### src/rtl/abc_operand_loader_pkg.sv
// Shared settings for the A/B/C operand loader: input word width, operand widths, FSM states.
// Operand widths must not exceed IN_W; abc_operand_loader checks this at elaboration.
// Imported by the loader, its interface and the testbench.
package abc_operand_loader_pkg;

  // Width of one serial operand word
  localparam int IN_W   = 8;

  // Operand widths; each operand is the low SIZE_x bits of its input word
  localparam int SIZE_A = 8;
  localparam int SIZE_B = 8;
  localparam int SIZE_C = 8;

  // Loader sequence: three load states followed by the handoff state
  typedef enum logic [1:0] {
    LOAD_A = 2'd0,
    LOAD_B = 2'd1,
    LOAD_C = 2'd2,
    ISSUE  = 2'd3
  } loader_state_t;

  // Input words are taken in every state except the one that holds a finished triple
  function automatic logic is_load_state(input loader_state_t s);
    return (s != ISSUE);
  endfunction

endpackage

### src/rtl/abc_operand_loader_if.sv
// Operand word stream in (valid/ready) and the {A,B,C} triple out (valid/ready).
// master = upstream/compute side that drives words and out_ready; slave = the loader.
// in_sof exists only when ABC_LOADER_FRAME_EN is defined.
interface abc_operand_loader_if;
  import abc_operand_loader_pkg::*;

  // Serial operand word stream
  logic [IN_W-1:0]   in_data;
  logic              in_valid;
  logic              in_ready;
`ifdef ABC_LOADER_FRAME_EN
  logic              in_sof;
`endif

  // Assembled triple towards the compute stage
  logic [SIZE_A-1:0] a_out;
  logic [SIZE_B-1:0] b_out;
  logic [SIZE_C-1:0] c_out;
  logic              out_valid;
  logic              out_ready;

`ifdef ABC_LOADER_FRAME_EN
  modport master (
    output in_data, in_valid, in_sof, out_ready,
    input  in_ready, a_out, b_out, c_out, out_valid
  );

  modport slave (
    input  in_data, in_valid, in_sof, out_ready,
    output in_ready, a_out, b_out, c_out, out_valid
  );
`else
  modport master (
    output in_data, in_valid, out_ready,
    input  in_ready, a_out, b_out, c_out, out_valid
  );

  modport slave (
    input  in_data, in_valid, out_ready,
    output in_ready, a_out, b_out, c_out, out_valid
  );
`endif

endinterface

### src/rtl/abc_operand_loader.sv
// Assembles three serial operand words into one {A,B,C} triple and hands it to the compute stage.
// Latency: out_valid rises the cycle after C is accepted; at most one triple per 4 cycles.
// Backpressure: in_ready is low while a triple waits in ISSUE; out_valid holds until out_ready.
// Optional feature macro: ABC_LOADER_FRAME_EN (in_sof resync and sticky frame_err).
module abc_operand_loader
  import abc_operand_loader_pkg::*;
#(
  parameter int IN_W  = abc_operand_loader_pkg::IN_W,
  parameter int CNT_W = 16
) (
  input  logic                   clk,
  input  logic                   reset,
  abc_operand_loader_if.slave    bus,
  output logic [CNT_W-1:0]       issue_cnt,
  output logic                   frame_err
);

  // Operands are sliced out of the input word, so none may be wider than it
  if ((SIZE_A > IN_W) || (SIZE_B > IN_W) || (SIZE_C > IN_W)) begin : g_size_check
    $error("abc_operand_loader: an operand width exceeds IN_W");
  end

  loader_state_t     state;
  logic [SIZE_A-1:0] a_q;
  logic [SIZE_B-1:0] b_q;
  logic [SIZE_C-1:0] c_q;
  logic              valid_q;
  logic              load_rdy;
  logic              accept;

  // Ready depends only on the state, never on in_valid, so there is no comb loop upstream
  assign load_rdy     = is_load_state(state);
  assign accept       = bus.in_valid & load_rdy;

  assign bus.in_ready  = load_rdy;
  assign bus.a_out     = a_q;
  assign bus.b_out     = b_q;
  assign bus.c_out     = c_q;
  assign bus.out_valid = valid_q;

`ifdef ABC_LOADER_FRAME_EN
  logic frame_err_q;
  assign frame_err = frame_err_q;

  // Sequencer with sof resync: an sof word always restarts the triple as A
  always_ff @(posedge clk) begin
    if (reset) begin
      state       <= LOAD_A;
      a_q         <= '0;
      b_q         <= '0;
      c_q         <= '0;
      valid_q     <= 1'b0;
      issue_cnt   <= '0;
      frame_err_q <= 1'b0;
    end else begin
      case (state)
        LOAD_A: begin
          if (accept) begin
            // A word without sof in LOAD_A means the stream lost alignment; it is still used as A
            if (!bus.in_sof) frame_err_q <= 1'b1;
            a_q   <= bus.in_data[SIZE_A-1:0];
            state <= LOAD_B;
          end
        end
        LOAD_B: begin
          if (accept) begin
            if (bus.in_sof) begin
              a_q         <= bus.in_data[SIZE_A-1:0];
              frame_err_q <= 1'b1;
              state       <= LOAD_B;
            end else begin
              b_q   <= bus.in_data[SIZE_B-1:0];
              state <= LOAD_C;
            end
          end
        end
        LOAD_C: begin
          if (accept) begin
            if (bus.in_sof) begin
              a_q         <= bus.in_data[SIZE_A-1:0];
              frame_err_q <= 1'b1;
              state       <= LOAD_B;
            end else begin
              c_q     <= bus.in_data[SIZE_C-1:0];
              valid_q <= 1'b1;
              state   <= ISSUE;
            end
          end
        end
        ISSUE: begin
          if (bus.out_ready) begin
            issue_cnt <= issue_cnt + CNT_W'(1);
            valid_q   <= 1'b0;
            state     <= LOAD_A;
          end
        end
        default: begin
          valid_q <= 1'b0;
          state   <= LOAD_A;
        end
      endcase
    end
  end
`else
  assign frame_err = 1'b0;

  // Positional sequencer: words fill A, B, C in order, then the triple waits for out_ready
  always_ff @(posedge clk) begin
    if (reset) begin
      state     <= LOAD_A;
      a_q       <= '0;
      b_q       <= '0;
      c_q       <= '0;
      valid_q   <= 1'b0;
      issue_cnt <= '0;
    end else begin
      case (state)
        LOAD_A: begin
          if (accept) begin
            a_q   <= bus.in_data[SIZE_A-1:0];
            state <= LOAD_B;
          end
        end
        LOAD_B: begin
          if (accept) begin
            b_q   <= bus.in_data[SIZE_B-1:0];
            state <= LOAD_C;
          end
        end
        LOAD_C: begin
          if (accept) begin
            c_q     <= bus.in_data[SIZE_C-1:0];
            valid_q <= 1'b1;
            state   <= ISSUE;
          end
        end
        ISSUE: begin
          if (bus.out_ready) begin
            issue_cnt <= issue_cnt + CNT_W'(1);
            valid_q   <= 1'b0;
            state     <= LOAD_A;
          end
        end
        default: begin
          valid_q <= 1'b0;
          state   <= LOAD_A;
        end
      endcase
    end
  end
`endif

endmodule

### src/flat_wrapper.sv
// flat-port wrapper written by rule: the top's interface ports become plain ports
module abc_operand_loader_flat import abc_operand_loader_pkg::*;
#(
  parameter int IN_W  = abc_operand_loader_pkg::IN_W,
  parameter int CNT_W = 16
)
  (clk, reset, issue_cnt, frame_err, bus_in_data, bus_in_valid, bus_out_ready, bus_in_ready, bus_a_out, bus_b_out, bus_c_out, bus_out_valid);
  abc_operand_loader_if bus_i ();
  input  logic clk;
  input  logic reset;
  output logic [CNT_W-1:0] issue_cnt;
  output logic frame_err;
  input wire logic [$bits(bus_i.in_data)-1:0] bus_in_data;
  input wire logic [$bits(bus_i.in_valid)-1:0] bus_in_valid;
  input wire logic [$bits(bus_i.out_ready)-1:0] bus_out_ready;
  output wire logic [$bits(bus_i.in_ready)-1:0] bus_in_ready;
  output wire logic [$bits(bus_i.a_out)-1:0] bus_a_out;
  output wire logic [$bits(bus_i.b_out)-1:0] bus_b_out;
  output wire logic [$bits(bus_i.c_out)-1:0] bus_c_out;
  output wire logic [$bits(bus_i.out_valid)-1:0] bus_out_valid;
  assign bus_i.in_data = bus_in_data;
  assign bus_i.in_valid = bus_in_valid;
  assign bus_i.out_ready = bus_out_ready;
  assign bus_in_ready = bus_i.in_ready;
  assign bus_a_out = bus_i.a_out;
  assign bus_b_out = bus_i.b_out;
  assign bus_c_out = bus_i.c_out;
  assign bus_out_valid = bus_i.out_valid;
  abc_operand_loader #(.IN_W(IN_W), .CNT_W(CNT_W)) u_core (.clk(clk), .reset(reset), .bus(bus_i), .issue_cnt(issue_cnt), .frame_err(frame_err));
endmodule
### config.mk
export PLATFORM = sky130hd
export DESIGN_NAME = abc_operand_loader_flat
export DESIGN_NICKNAME = d
export VERILOG_FILES = /design/src/rtl/abc_operand_loader_pkg.sv /design/src/rtl/abc_operand_loader_if.sv /design/src/rtl/abc_operand_loader.sv /design/src/flat_wrapper.sv
export SDC_FILE = /design/constraint.sdc
export NUM_CORES = 1
export LEC_CHECK = 0
export BUFFER_PORTS_ARGS = -buffer_cell sky130_fd_sc_hd__buf_2
export CELL_PAD_IN_SITES_DETAIL_PLACEMENT = 1
export CELL_PAD_IN_SITES_GLOBAL_PLACEMENT = 2
export CORE_MARGIN = 5
export CORE_UTILIZATION = 25
export CTS_BUF_LIST = sky130_fd_sc_hd__clkbuf_4 sky130_fd_sc_hd__clkbuf_8
export CTS_CLUSTER_DIAMETER = 50
export DETAILED_ROUTE_END_ITERATION = 16
export GPL_TIMING_DRIVEN = 1
export PLACE_DENSITY_LB_ADDON = 0.1
export REMOVE_ABC_BUFFERS = 1
export SLEW_MARGIN = 25
export SYNTH_ARGS = -nofsm -noshare
export SYNTH_HDL_FRONTEND = slang
export SYNTH_SLANG_ARGS = --single-unit
### constraint.sdc
create_clock -name clk -period 1.81 [get_ports clk]
set_input_delay 0.2715 -clock clk [delete_from_list [all_inputs] [get_ports clk]]
set_output_delay 0.2715 -clock clk [all_outputs]
set_load 0.02 [all_outputs]
Word level (Yosys, flattened, before mapping)
Index checks and enable logic that the tools add are counted.
Widths: inputs -> output; s select.

storage, ports and cells
  output and inout bits = 43
  input bits = 12
  register bits after elaboration = 43

cells by class
  bitwise gates (word level) = 1
  reduce and logical (&&, ||, !) cells = 8
  add/sub/neg operators = 1
  multiplexer cells = 8
  equality and inequality tests = 8

operator list
  kind                   number
  $add 16x1->16 const B  1
  $mux 2                 4
  $pmux 2 s4             1
  $reduce_and 2->1       4
  $ne 2x1->1 const B     3
  $eq 2x2->1 const B     2
  $ne 2x2->1 const B     2
  $reduce_and 4->1       1
  $reduce_and 3->1       1
  $eq 2x1->1 const B     1
  $logic_not 2->1        1
  $mux 1                 2
  $pmux 1 s2             1
  $reduce_bool 2->1      1
  $and 1x1->1            1

Longest topological paths before layout
  depth in word-level cells = 4
  depth in mapped cells = 7
  gate-level depth less buffers = 6

Worst setup path before layout
No wires, ideal clock.

  kind = flip-flop to flip-flop
  from = reg u_core.state[0]
  to = reg u_core.state[1]
  clock period less this slack = 1.587 ns
  required time = 1.750 ns
  setup time = 0.060 ns
  buffers on the path = 1
  setup slack = 0.223 ns
  cell stages (with the launch flop) = 8
  arrival time = 1.528 ns
  path through = dfxtp_1 inv_1 ha_1 buf_2 nor3_1 a21oi_1 nor4b_1 a41o_1

on the way
  longest elaborated chain between the ends = 4
  elaborated cells between the ends (all ways) = 12

RTL lines
  what                               RTL line                      source
  start, declared                    abc_operand_loader.sv:23      loader_state_t state;
  start signal, assigned             abc_operand_loader.sv:110     state <= LOAD_A;
  start signal, assigned             abc_operand_loader.sv:121     state <= LOAD_B;
  start signal, assigned             abc_operand_loader.sv:127     state <= LOAD_C;
  $ne 2x2->1                         abc_operand_loader_pkg.sv:24  return (s != ISSUE);
  $and 1x1->1                        abc_operand_loader.sv:33      assign accept = bus.in_valid & load_rdy;
  $ne 2x1->1 (no source line)        -
  $reduce_and 4->1 (no source line)  -

Several ways; a longest one is shown, not always the timed one.
A chain may end at the register's enable or synchronous reset.

Worst setup path after layout
  from = reg u_core.state[1]
  to = reg u_core.issue_cnt[13]

on the way
  longest elaborated chain between the ends = 2

RTL lines
  what                               RTL line                   source
  $eq 2x2->1                         abc_operand_loader.sv:117  case (state)
  $reduce_and 2->1 (no source line)  -
  end signal, assigned               abc_operand_loader.sv:139  issue_cnt <= issue_cnt + CNT_W'(1);
  end, declared                      abc_operand_loader.sv:14   output logic [CNT_W-1:0] issue_cnt,

Every way passes these cells.

==> run metrics <==
min Tclk post-route=roughly 1.6 ns; synth warn=0; max_cap viols=0; Cells after Synth=between 200 and 250; Synth Register Bits=43; # DRC=0; sequential power share=41.2%; Layout Cells excl Fill=roughly 380; die height=96.47 µm; met3 Usage GRT=roughly 2.8%; Num CTS Buffers=5; Reg2Reg Depth=5; Critical Path RT=around 2.1 ns; register area share after synthesis=between 40 and 50%; DIE AREA=between 9000 and 10,000 µm²; Async S/R FF share, synth=0%; met1 usage=14.56%; post-synth top area cell=dfxtp_1; Iteration-0 DRC Markers=between 70 and 80; Antenna Cells=0; RSZ-0062 raised after global routing=false; post-route worst setup slack=between 0.2 and 0.25 ns; CTS clock-pin slew for the worst setup and hold paths=0.08 ns; CTS tree=built; vias in the first global route=around 1,800; clk sinks=43; Crit Path Max Fanout=7; Arr. time, crit path=1.83 ns; Clock Skews=about 0.0032 ns; power per cell area=about 1100 nW/µm²; # setup viols final=0; critical path launch point type=flop; Post-Syn Area=1869 µm²; Global Route met2 Usage=20.69%; GRT Total Usage=11.90%; vias per std cell=approximately 4.5; Synth area leaders=dfxtp_1 46%, a21oi_1 7.8%, nand3_1 7.2%; most frequent cell after synthesis=dfxtp_1; worst hold stages=3; PortBufs=53; placed insts=~380; Total Power=around 2.7 mW; P_leak=between 1 and 1.5 nW; Yosys cell types=34; antenna viol nets, final=0; Synth top area share=between 40% and 50%; Sw Share=36.42%; Via Count=1,732; number of H-tree levels=2; die width=96.47 µm; grt ovf=0; antenna violations before repair=0; starting density of the core=between 20% and 30%; Clock Power Share=between 20 and 30%; P_sw=about 1000 µW; Internal=~1.7 mW; Top Usage Layer GRT=met2; Final Slew Violations=0; count of flip-flops with a built-in enable after synthesis=0; Worst Setup Path Type=reg -> reg; Setup TNS=0 ns; num ports=55; P&R area growth vs syn=28.65%; row cnt=31; Core ar.=7253 µm²; WL final=approximately 5.3 mm; period utilization=87.67%; First-pass DRT Iterations=4; Hold Path Class=in -> reg; IR drop worst, VDD=between 300 and 400 µV; Clock Latency Late Sink=between 0.2 and 0.3 ns; most common library cells after synthesis=43 x dfxtp_1, 35 x nand2_1, 29 x a21oi_1, 27 x nand3_1, 21 x nor2_1; hold buffer count at cts=0; Syn Area/Cell=between 8 and 9 µm²; share of post-route cells with drive strength above 1=between 20 and 30%; # nets final=302; Clock Path Buffers=2; post-DR wirelength/cell=13.85 µm; outcome=finished clean; Combinational Power Share=between 30% and 40%; hold violation count in the final report=0; Root Buffer=clkbuf_8; Final HPWL DP=roughly 4 mm; GPL Wtd Cong=0.7322; first-pass GRT wire length=8.707 mm; pre-CTS setup slack=0.02522 ns; Top FF cell, synth=dfxtp_1; Worst Setup End Kind=flop; largest net degree at the start of global routing=21; f_max=~0.63 GHz; Fillers=around 900
==> kinds of logic after synthesis <==
family / Yosys count / share of synthesized area, %
buffers and inverters: 20 / 4.686
muxes: 2 / 1.205
adders and majority gates: 6 / 4.016
other: 1 / 0.2006
xor gates and xnor gates: 11 / 5.154
DFF: 43 / 46.05
AOI/OAI and AO/OA: 35 / 10.31
and+or+nand+nor: 107 / 28.38
==> power groups by stage <==
stage | registers, mW | logic [mW] | clock network, mW
floorplan | 1.27 | 0.431 | 0
global placement | 1.15 | 0.915 | 0
detailed placement | 1.15 | 0.917 | 0
CTS | 1.13 | 0.933 | 0.738
global route | 1.15 | 1.03 | 0.767
finish | 1.13 | 0.919 | 0.692
==> placed cells by master, fill, tap and decap left out, drive strengths merged, types with 2 or more instances in the layout <==
cell,synthesis,routed
clkbuf,2,8
nor2,21,21
inv,7,7
a21oi,29,29
ha,6,6
nor3,7,7
nor2b,2,2
mux2,2,2
nand4,3,3
dfxtp,43,43
buf,11,65
xnor2,10,10
nor4,5,5
nand3,30,30
nand2,35,35
==> per-stage QoR <==
stage	hold WS (ns)	area, µm²	util [%]
global route	0.2451	2405	33.16
global placement	0.4419	2287	31.53
detailed placement	0.4465	2287	31.53
floorplan	0.3406	1808	-
CTS	0.2320	2396	33.03
finish	0.2487	2405	33.16
==> repair_timing <==
| item | CTS | global route |
|---|---|---|
| buffers inserted | 0 | 0 |
| pin swaps | 0 | 0 |
| gates resized for setup | 1 | 2 |
| setup endpoints to repair | 1 | 6 |
==> registers in the layout, summed over array words and instances (netlist names) <==
name                  cells
u_core.bus.a_out          8
u_core.bus.b_out          8
u_core.bus.c_out          8
u_core.bus.out_valid      1
u_core.issue_cnt         16
u_core.state              2
==> cell type report <==
type	instances	area [µm²]	area share, %
clock buffers	8	103.9	4.318
well taps	99	123.9	5.151
flip-flops and latches	43	860.8	35.80
inverters	7	26.28	1.093
multi-input cells	162	934.6	38.87
repair buffers	65	355.3	14.78
==> final timing paths <==
check,startpoint,endpoint,slack [ns]
setup / recovery,u_core.state[1],u_core.issue_cnt[13],0.22
hold / removal,bus_in_data[6],u_core.bus.a_out[6],0.25
setup reg to reg,u_core.state[1],u_core.issue_cnt[13],0.22
hold reg to reg,u_core.bus.b_out[6],u_core.bus.b_out[6],0.45
==> layer usage <==
layer | vias up | part of all wire (%)
li1 | 877 | -
met1 | 814 | 46
met2 | 35 | 48
met3 | 6 | 4.8
met4 | 0 | 1.2
met5 | - | 0
==> critical path: stages (launching register included) <==
cell and delay (ns):
dfxtp_1 0.38, ha_2 0.30, nand4_4 0.18, or4_1 0.45, nor3_2 0.12, o21a_1 0.11
Note: power is estimated with default switching activity, not from simulation.
